## src/rtl/presc_pkg.sv

```systemverilog
// Shared types and constants for the square-wave prescaler controller.
//   state_e : controller states (IDLE, RUN, DRAIN)
//   cfg_t   : one period/high-time configuration word, sized for DFLT_CNT_W
//   DFLT_*  : default widths and the power-on period/high time (60 Hz at 50 MHz)
package presc_pkg;

  localparam int DFLT_CNT_W   = 20;
  localparam int DFLT_BURST_W = 8;
  localparam int DFLT_PERIOD  = 833334;
  localparam int DFLT_HIGH    = 416667;

  typedef enum logic [1:0] {
    ST_IDLE  = 2'd0,
    ST_RUN   = 2'd1,
    ST_DRAIN = 2'd2
  } state_e;

  typedef struct packed {
    logic [DFLT_CNT_W-1:0] period;
    logic [DFLT_CNT_W-1:0] high;
  } cfg_t;

endpackage

```

## src/rtl/presc_core.sv

```systemverilog
// Prescaler datapath: period counter, duty compare and wrap tick.
//   i_Clk, i_Rst_n : clock, asynchronous active-low reset
//   i_En           : counter runs (controller is in RUN or DRAIN)
//   i_Clr          : controller leaves the running states this cycle
//   i_Period       : active period in clocks
//   i_High         : active high time in clocks
//   o_Wrap         : combinational, counter is on its last count this cycle
//   o_Presc        : registered wave, high when cnt >= Period-High
//   o_Tick         : registered one-cycle pulse per wrap
module presc_core #(
  parameter int CNT_W = 20
) (
  input  logic             i_Clk,
  input  logic             i_Rst_n,
  input  logic             i_En,
  input  logic             i_Clr,
  input  logic [CNT_W-1:0] i_Period,
  input  logic [CNT_W-1:0] i_High,
  output logic             o_Wrap,
  output logic             o_Presc,
  output logic             o_Tick
);

  logic [CNT_W-1:0] cnt_q, cnt_d;
  logic [CNT_W-1:0] thresh;
  logic             presc_q, presc_d;
  logic             tick_q, tick_d;

  assign thresh = i_Period - i_High;
  assign o_Wrap = i_En && (cnt_q == i_Period - CNT_W'(1));

  always_comb begin
    // NOTE: every signal written here gets a default first, so no path holds
    // an old value and no latch is inferred.
    cnt_d = cnt_q + CNT_W'(1);
    if (!i_En || i_Clr || o_Wrap) begin
      cnt_d = '0;
    end
    // The wave is dropped on the edge the controller goes idle, so it is
    // already low in the first idle cycle.
    presc_d = i_En && !i_Clr && (cnt_q >= thresh);
    // The final wrap of a burst or drain still produces its tick.
    tick_d  = o_Wrap;
  end

  always_ff @(posedge i_Clk or negedge i_Rst_n) begin
    if (!i_Rst_n) begin
      cnt_q   <= '0;
      presc_q <= 1'b0;
      tick_q  <= 1'b0;
    end else begin
      // NOTE: state registers use non-blocking assignments so every flop
      // samples the pre-edge values regardless of statement order.
      cnt_q   <= cnt_d;
      presc_q <= presc_d;
      tick_q  <= tick_d;
    end
  end

  assign o_Presc = presc_q;
  assign o_Tick  = tick_q;

endmodule

```

## src/rtl/presc_ctrl.sv

```systemverilog
// Run-time controller for the shared square-wave prescaler.
// Double-buffers period/high configuration (shadow -> active on wrap), and
// sequences start, stop and burst (N-period) operation around presc_core.
//   i_Clk, i_Rst_n            : clock, asynchronous active-low reset
//   i_Cfg_Valid / o_Cfg_Ready : config handshake, Ready = shadow empty
//   i_Cfg_Period, i_Cfg_High  : offered configuration
//   o_Cfg_Err                 : one-cycle pulse, offered config rejected
//   i_Start, i_Stop           : run control, level sampled every cycle
//   i_Mode, i_Burst           : 0 free-run / 1 burst, burst period count
//   o_Presc, o_Tick           : prescaled wave, wrap tick
//   o_Busy, o_Done            : running (RUN/DRAIN), completion pulse
// Build option: PRESC_CTRL_IMM_STOP_EN makes Stop end the run at once
// (pending shadow loads, o_Done pulses) and removes the DRAIN state.
module presc_ctrl
  import presc_pkg::*;
#(
  parameter int CNT_W      = DFLT_CNT_W,
  parameter int DEF_PERIOD = DFLT_PERIOD,
  parameter int DEF_HIGH   = DFLT_HIGH,
  parameter int BURST_W    = DFLT_BURST_W
) (
  input  logic               i_Clk,
  input  logic               i_Rst_n,
  input  logic               i_Cfg_Valid,
  output logic               o_Cfg_Ready,
  input  logic [CNT_W-1:0]   i_Cfg_Period,
  input  logic [CNT_W-1:0]   i_Cfg_High,
  output logic               o_Cfg_Err,
  input  logic               i_Start,
  input  logic               i_Stop,
  input  logic               i_Mode,
  input  logic [BURST_W-1:0] i_Burst,
  output logic               o_Presc,
  output logic               o_Tick,
  output logic               o_Busy,
  output logic               o_Done
);

  localparam cfg_t RST_CFG = '{period: DFLT_CNT_W'(DEF_PERIOD), high: DFLT_CNT_W'(DEF_HIGH)};

  state_e             state_q, state_d;
  cfg_t               act_q, act_d;
  cfg_t               shd_q, shd_d;
  cfg_t               cfg_in;
  logic               shd_full_q, shd_full_d;
  logic [BURST_W-1:0] rem_q, rem_d;
  logic               mode_q, mode_d;
  logic               err_q, err_d;
  logic               done_q, done_d;
  logic               wrap;
  logic               cfg_ok;
  logic               accept;
  logic               last_burst;

  assign cfg_in     = '{period: i_Cfg_Period, high: i_Cfg_High};
  assign cfg_ok     = (cfg_in.period >= DFLT_CNT_W'(2)) && (cfg_in.high != '0) &&
                      (cfg_in.high < cfg_in.period);
  assign accept     = i_Cfg_Valid && !shd_full_q;
  assign last_burst = mode_q && (rem_q == BURST_W'(1));

  always_comb begin
    state_d = state_q;
    unique case (state_q)
      ST_IDLE: begin
        if (i_Start && !i_Stop) state_d = ST_RUN;
      end
      ST_RUN: begin
`ifdef PRESC_CTRL_IMM_STOP_EN
        if (i_Stop || (wrap && last_burst)) state_d = ST_IDLE;
`else
        // A stop on the wrap cycle has nothing left to drain.
        if (wrap && (last_burst || i_Stop)) state_d = ST_IDLE;
        else if (i_Stop)                    state_d = ST_DRAIN;
`endif
      end
`ifndef PRESC_CTRL_IMM_STOP_EN
      ST_DRAIN: begin
        if (wrap) state_d = ST_IDLE;
      end
`endif
      default: state_d = ST_IDLE;
    endcase
  end

  always_comb begin
    act_d      = act_q;
    shd_d      = shd_q;
    shd_full_d = shd_full_q;
    err_d      = 1'b0;
    rem_d      = rem_q;
    mode_d     = mode_q;
    done_d     = (state_q != ST_IDLE) && (state_d == ST_IDLE);

    // Active config only changes between periods: at a wrap, or when the
    // run ends (which also covers an immediate stop).
    if (shd_full_q && (wrap || state_d == ST_IDLE)) begin
      act_d      = shd_q;
      shd_full_d = 1'b0;
    end

    // accept implies the shadow is empty, so this never collides with the
    // shadow transfer above.
    if (accept) begin
      if (!cfg_ok) begin
        err_d = 1'b1;
      end else if (state_q == ST_IDLE || state_d == ST_IDLE) begin
        act_d = cfg_in;
      end else begin
        shd_d      = cfg_in;
        shd_full_d = 1'b1;
      end
    end

    if (state_q == ST_IDLE && state_d == ST_RUN) begin
      mode_d = i_Mode;
      rem_d  = (i_Burst == '0) ? BURST_W'(1) : i_Burst;
    end else if (state_q == ST_RUN && wrap && mode_q) begin
      rem_d = rem_q - BURST_W'(1);
    end
  end

  always_ff @(posedge i_Clk or negedge i_Rst_n) begin
    if (!i_Rst_n) begin
      state_q    <= ST_IDLE;
      act_q      <= RST_CFG;
      shd_q      <= RST_CFG;
      shd_full_q <= 1'b0;
      rem_q      <= '0;
      mode_q     <= 1'b0;
      err_q      <= 1'b0;
      done_q     <= 1'b0;
    end else begin
      state_q    <= state_d;
      act_q      <= act_d;
      shd_q      <= shd_d;
      shd_full_q <= shd_full_d;
      rem_q      <= rem_d;
      mode_q     <= mode_d;
      err_q      <= err_d;
      done_q     <= done_d;
    end
  end

  presc_core #(
    .CNT_W (CNT_W)
  ) u_core (
    .i_Clk    (i_Clk),
    .i_Rst_n  (i_Rst_n),
    .i_En     (state_q != ST_IDLE),
    .i_Clr    (state_d == ST_IDLE),
    .i_Period (act_q.period),
    .i_High   (act_q.high),
    .o_Wrap   (wrap),
    .o_Presc  (o_Presc),
    .o_Tick   (o_Tick)
  );

  assign o_Cfg_Ready = !shd_full_q;
  assign o_Cfg_Err   = err_q;
  assign o_Busy      = (state_q != ST_IDLE);
  assign o_Done      = done_q;

endmodule

```

## config.mk

```make
export PLATFORM = sky130hd
export DESIGN_NAME = presc_ctrl
export DESIGN_NICKNAME = d
export VERILOG_FILES = /design/src/rtl/presc_pkg.sv /design/src/rtl/presc_core.sv /design/src/rtl/presc_ctrl.sv
export SDC_FILE = /design/constraint.sdc
export NUM_CORES = 1
export LEC_CHECK = 0
export CAP_MARGIN = 20
export CORE_MARGIN = 2
export CORE_UTILIZATION = 55
export CTS_BUF_LIST = sky130_fd_sc_hd__clkbuf_2
export DETAILED_ROUTE_END_ITERATION = 10
export HOLD_SLACK_MARGIN = 0.1
export PLACE_DENSITY = 0.89
export SLEW_MARGIN = 5
export SYNTH_ARGS = -nofsm -noshare
export SYNTH_HDL_FRONTEND = slang
export SYNTH_SLANG_ARGS = --single-unit
```

## constraint.sdc

```tcl
create_clock -name i_Clk -period 4.13 [get_ports i_Clk]
set_clock_uncertainty 0.2 [all_clocks]
set_input_delay 0.826 -clock i_Clk [delete_from_list [all_inputs] [get_ports i_Clk]]
set_output_delay 0.826 -clock i_Clk [all_outputs]
set_load 0.02 [all_outputs]
```

==> results.txt <==
----------------------------------------------------
[Detailed routing]
  Total DRC errors in the routed layout ... 0
  Final WL ... 18500 um
  Number of vias in the routed layout ... 6256
  Vias per std cell ... 5.94
  Wire length per cell after detailed routing ... 17.6 um
  Iteration-0 DRC Markers ... 343
  Number of routed nets with antenna violations ... 0
  First-pass DRT Iterations ... 5

[Synth]
  Primary FF master, synth ... sky130_fd_sc_hd__dfrtp_1
  Post-synthesis register bit count ... 116
  Post-Synthesis Cell Area ... 8070 um^2
  Mean cell area of the mapped netlist ... 10.3 um^2
  Distinct cells, synth ... 69
  Number of flops mapped to enable cells by yosys ... 0
  Post-synthesis net count ... 899
  Synthesis Warnings ... 0
  Register area share after synthesis ... 0.367
  Post-synth top cells ... sky130_fd_sc_hd__mux2_1 (81), sky130_fd_sc_hd__dfrtp_1 (68), sky130_fd_sc_hd__ha_1 (62), sky130_fd_sc_hd__inv_1 (60), sky130_fd_sc_hd__dfstp_2 (48)
  Synthesized netlist cell count ... 782
  Most common cell in the netlist ... sky130_fd_sc_hd__mux2_1
  Portion of synthesized cell area occupied by the leading cell type ... 0.211
  Largest area contributor in the synthesized netlist ... sky130_fd_sc_hd__dfrtp_1
  Share of flip-flops with an asynchronous set or reset ... 1.00
  Cell types occupying the most area after synthesis ... sky130_fd_sc_hd__dfrtp_1 (21%), sky130_fd_sc_hd__dfstp_2 (16%), sky130_fd_sc_hd__mux2_1 (11%)

[Clocking]
  Number of buffers inserted during clock tree synthesis ... 17
  Maximum level of the CTS H-tree ... 4
  Maximum clock path buffer count ... 2
  Clock input transition at the sequential cells of the worst setup and hold paths ... 0.20 ns
  Clock tree from TritonCTS ... built
  Clock sink total ... 116
  Clock Latency Late Sink ... 0.74 ns
  Master cell of the clock root buffer ... sky130_fd_sc_hd__clkbuf_2

[Place]
  DPL Wire Length ... 14000 um
  Routability congestion estimate ... 0.960
  Number of buffers inserted by port buffering ... 59
  Post-placement worst setup slack ... -0.0471 ns
  Instance count after placement with tap cells included ... 1018

[STA]
  Setup tns final ... 0 ns
  Actual slew at the worst max-slew pin ... 0.751 ns
  Final worst-path setup slack ... 0.124 ns
  Slew Limit Fails ... 0
  Post-route clock period utilization ... 0.970
  Max Clock Freq ... 250 MHz
  Total setup violations reported at the end of the flow ... 0
  Final min period ... 4.01 ns
  Worst rel slew slack ... 0.500
  Final number of hold-violating endpoints ... 0

[Power]
  Leakage component of the power ... 0.00394 uW
  Net switching component of the power ... 2870 uW
  Portion of total power attributed to combinational logic ... 0.558
  Power per unit of standard cell area ... 728 nW/um^2
  Design internal power ... 3840 uW
  Clock power frac ... 0.104
  Proportion of power drawn by flip-flops and latches ... 0.338
  Peak supply drop ... 0.398 mV
  Sw Ratio ... 0.428

[Critical path]
  Worst Path Max Fanout ... 20
  Number of cells on the worst reg-to-reg path ... 10
  CP Data Required Time ... 4.52 ns
  Worst R2R Setup Slack ... 0.12 ns
  Arrival time at the worst endpoint ... 4.39 ns
  Endpoint of the lowest-slack register-to-register path ... act_q[15]$_DFF_PN0_
  Element type at the critical path start ... register
  CP Cell Sequence ... nor4_1, nand4_1, or4_1, a222oi_1, and4b_1, nand4_1, a22oi_2, clkbuf_16, mux2_1, mux2_1
  Classification of the worst setup path ... reg -> reg
  Reg2reg start ... act_q[28]$_DFF_PN1_
  CP peak stage delay ... 0.57 ns
  Worst setup EP type ... register
  Slowest library cell on the worst path ... sky130_fd_sc_hd__or4_1

[Worst hold path]
  Hold endpoint ... shd_q[20]$_DFFE_PN0P_
  Instance count along the most critical hold path ... 1
  Kind of path behind the tightest hold check ... reg -> reg
  Start point of the worst min-delay path ... shd_q[20]$_DFFE_PN0P_

[Outcome]
  Status ... complete, no violations

[Layout]
  Layout overhead on the synthesized area ... 14.3%
  Number of inserted filler cells in the final layout ... 1124
  Filler-free cell count of the finished design ... 1054
  Area of the multi-input gates ... 4690 um^2
  Number of antenna diodes ... 0
  Register area ... 2970 um^2
  End-of-flow core utilization ... 0.639
  Share of post-route cells with drive strength above 1 ... 0.152
  Net count of the finished layout ... 974

[Die]
  Area enclosed by the die boundary ... 15700 um^2
  Overall die height ... 125 um
  Die span in x ... 125 um
  Initial core utilization ... 0.559
  Top-level I/O count ... 60
  CORE AREA ... 14400 um^2
  Number of core rows ... 44

[Global route]
  Combined global-route utilization of all metal layers ... 0.246
  Wire length of the first global-routing pass ... 31000 um
  Number of global-route vias before repair ... 6346
  Number of antenna violations at the first check in global routing ... 0
  GRT overflow ... 0
  Largest net degree at the start of global routing ... 56

[Flow run]
  Max cap viols ... 0

----------------------------------------------------
## logic make-up after synthesis
family          Yosys count  synth area share
simple gates            196             0.137
flops                   116             0.367
fa+ha+maj                63            0.0986
mux                     123             0.165
buf+inv                  93            0.0546
xor+xnor                 69            0.0749
compound gates          122             0.102
## through the flow
stage / hold slack (ns) / area (um^2) / power, uW
2_1_floorplan: 0.260 / 8070 / 4970
5_1_grt: 0.346 / 9220 / 7280
3_5_place_dp: 0.283 / 8930 / 5920
4_1_cts: 0.321 / 9150 / 6640
6_report: 0.318 / 9220 / 6710
3_3_place_gp: 0.272 / 8930 / 5720
## worst max-delay path: cells and delay by family, from the launching register on
kind                   cells  cell delay [ns]
buffers and inverters      1             0.25
AO/OA/AOI/OAI              2             0.61
multiplexers               2             0.65
flip-flops                 1             0.46
AND/OR/NAND/NOR            5             1.67
## area by class of cell
cell class	count	share of cell area
multi-input combinational	573	0.509
inverter	60	0.0244
clock inverter	13	0.0121
tap	184	0.0250
sequential	116	0.322
clock buffer	19	0.0103
timing repair buffer	89	0.0975
## sequential cells by signal, indices dropped and copies added, names as in the netlist
signal,flops
act_q,40
shd_q,40
u_core.cnt_q,20
rem_q,8
state_q,2
mode_q,1
o_Cfg_Err,1
o_Done,1
shd_full_q,1
u_core.o_Presc,1
u_core.o_Tick,1
## repair_timing
item / in CTS / in global routing
endpoints found under the hold margin: 44 / 0
setup endpoints to repair: 0 / 26
hold buffers: 1 / 0
setup buffers: 0 / 2
gates resized for setup: 0 / 15
## placed cells by master (no fill, tap or decap), types with 8 or more instances in the layout
master	instances
sky130_fd_sc_hd__inv_1	60
sky130_fd_sc_hd__nor2_1	41
sky130_fd_sc_hd__clkbuf_2	19
sky130_fd_sc_hd__nand4_1	13
sky130_fd_sc_hd__nor4_1	19
sky130_fd_sc_hd__nor3b_1	8
sky130_fd_sc_hd__o21ai_0	19
sky130_fd_sc_hd__dfrtp_1	68
sky130_fd_sc_hd__nand2_1	28
sky130_fd_sc_hd__clkdlybuf4s50_1	58
sky130_fd_sc_hd__o21ai_1	9
sky130_fd_sc_hd__a21oi_1	23
sky130_fd_sc_hd__dfstp_2	47
sky130_fd_sc_hd__mux2i_1	40
sky130_fd_sc_hd__xnor2_1	34
sky130_fd_sc_hd__nor3_1	12
sky130_fd_sc_hd__mux2_1	81
sky130_fd_sc_hd__a211oi_1	8
sky130_fd_sc_hd__nand3_1	14
sky130_fd_sc_hd__and3_1	8
sky130_fd_sc_hd__buf_4	23
sky130_fd_sc_hd__ha_1	61
sky130_fd_sc_hd__a21o_1	10
sky130_fd_sc_hd__xor2_1	35
sky130_fd_sc_hd__o211ai_1	9
## how the worst max path moves through the flow
stage,endpoint,slack [ns],from
5_1_grt,act_q[15]$_DFF_PN0_,-0.06,act_q[28]$_DFF_PN1_
3_5_place_dp,shd_q[27]$_DFFE_PN0P_,-0.05,i_Cfg_Period[5]
6_report,act_q[15]$_DFF_PN0_,0.12,act_q[28]$_DFF_PN1_
2_1_floorplan,shd_q[10]$_DFFE_PN0P_,0.27,act_q[20]$_DFF_PN0_
3_3_place_gp,shd_q[2]$_DFFE_PN0P_,0.13,i_Cfg_Period[5]
4_1_cts,act_q[15]$_DFF_PN0_,0.02,act_q[31]$_DFF_PN0_
## power by group through the flow
stage               Sequential [uW]  Clock [uW]  Combinational (uW)
finish                         2270         696                3750
global route                   2340         761                4180
CTS                            2250         705                3680
detailed placement             2280           0                3650
global placement               2240           0                3480
floorplan                      2040           0                2930
## per-layer routing
layer | vias up | share of wire | GRT usage
met2 | 168 | 0.48 | 0.413
met5 | - | 0 | 0
li1 | 2982 | - | -
met4 | 0 | 0.028 | 0.0882
met3 | 42 | 0.049 | 0.0548
met1 | 3064 | 0.44 | 0.315
Note: power is estimated with default switching activity, not from simulation.
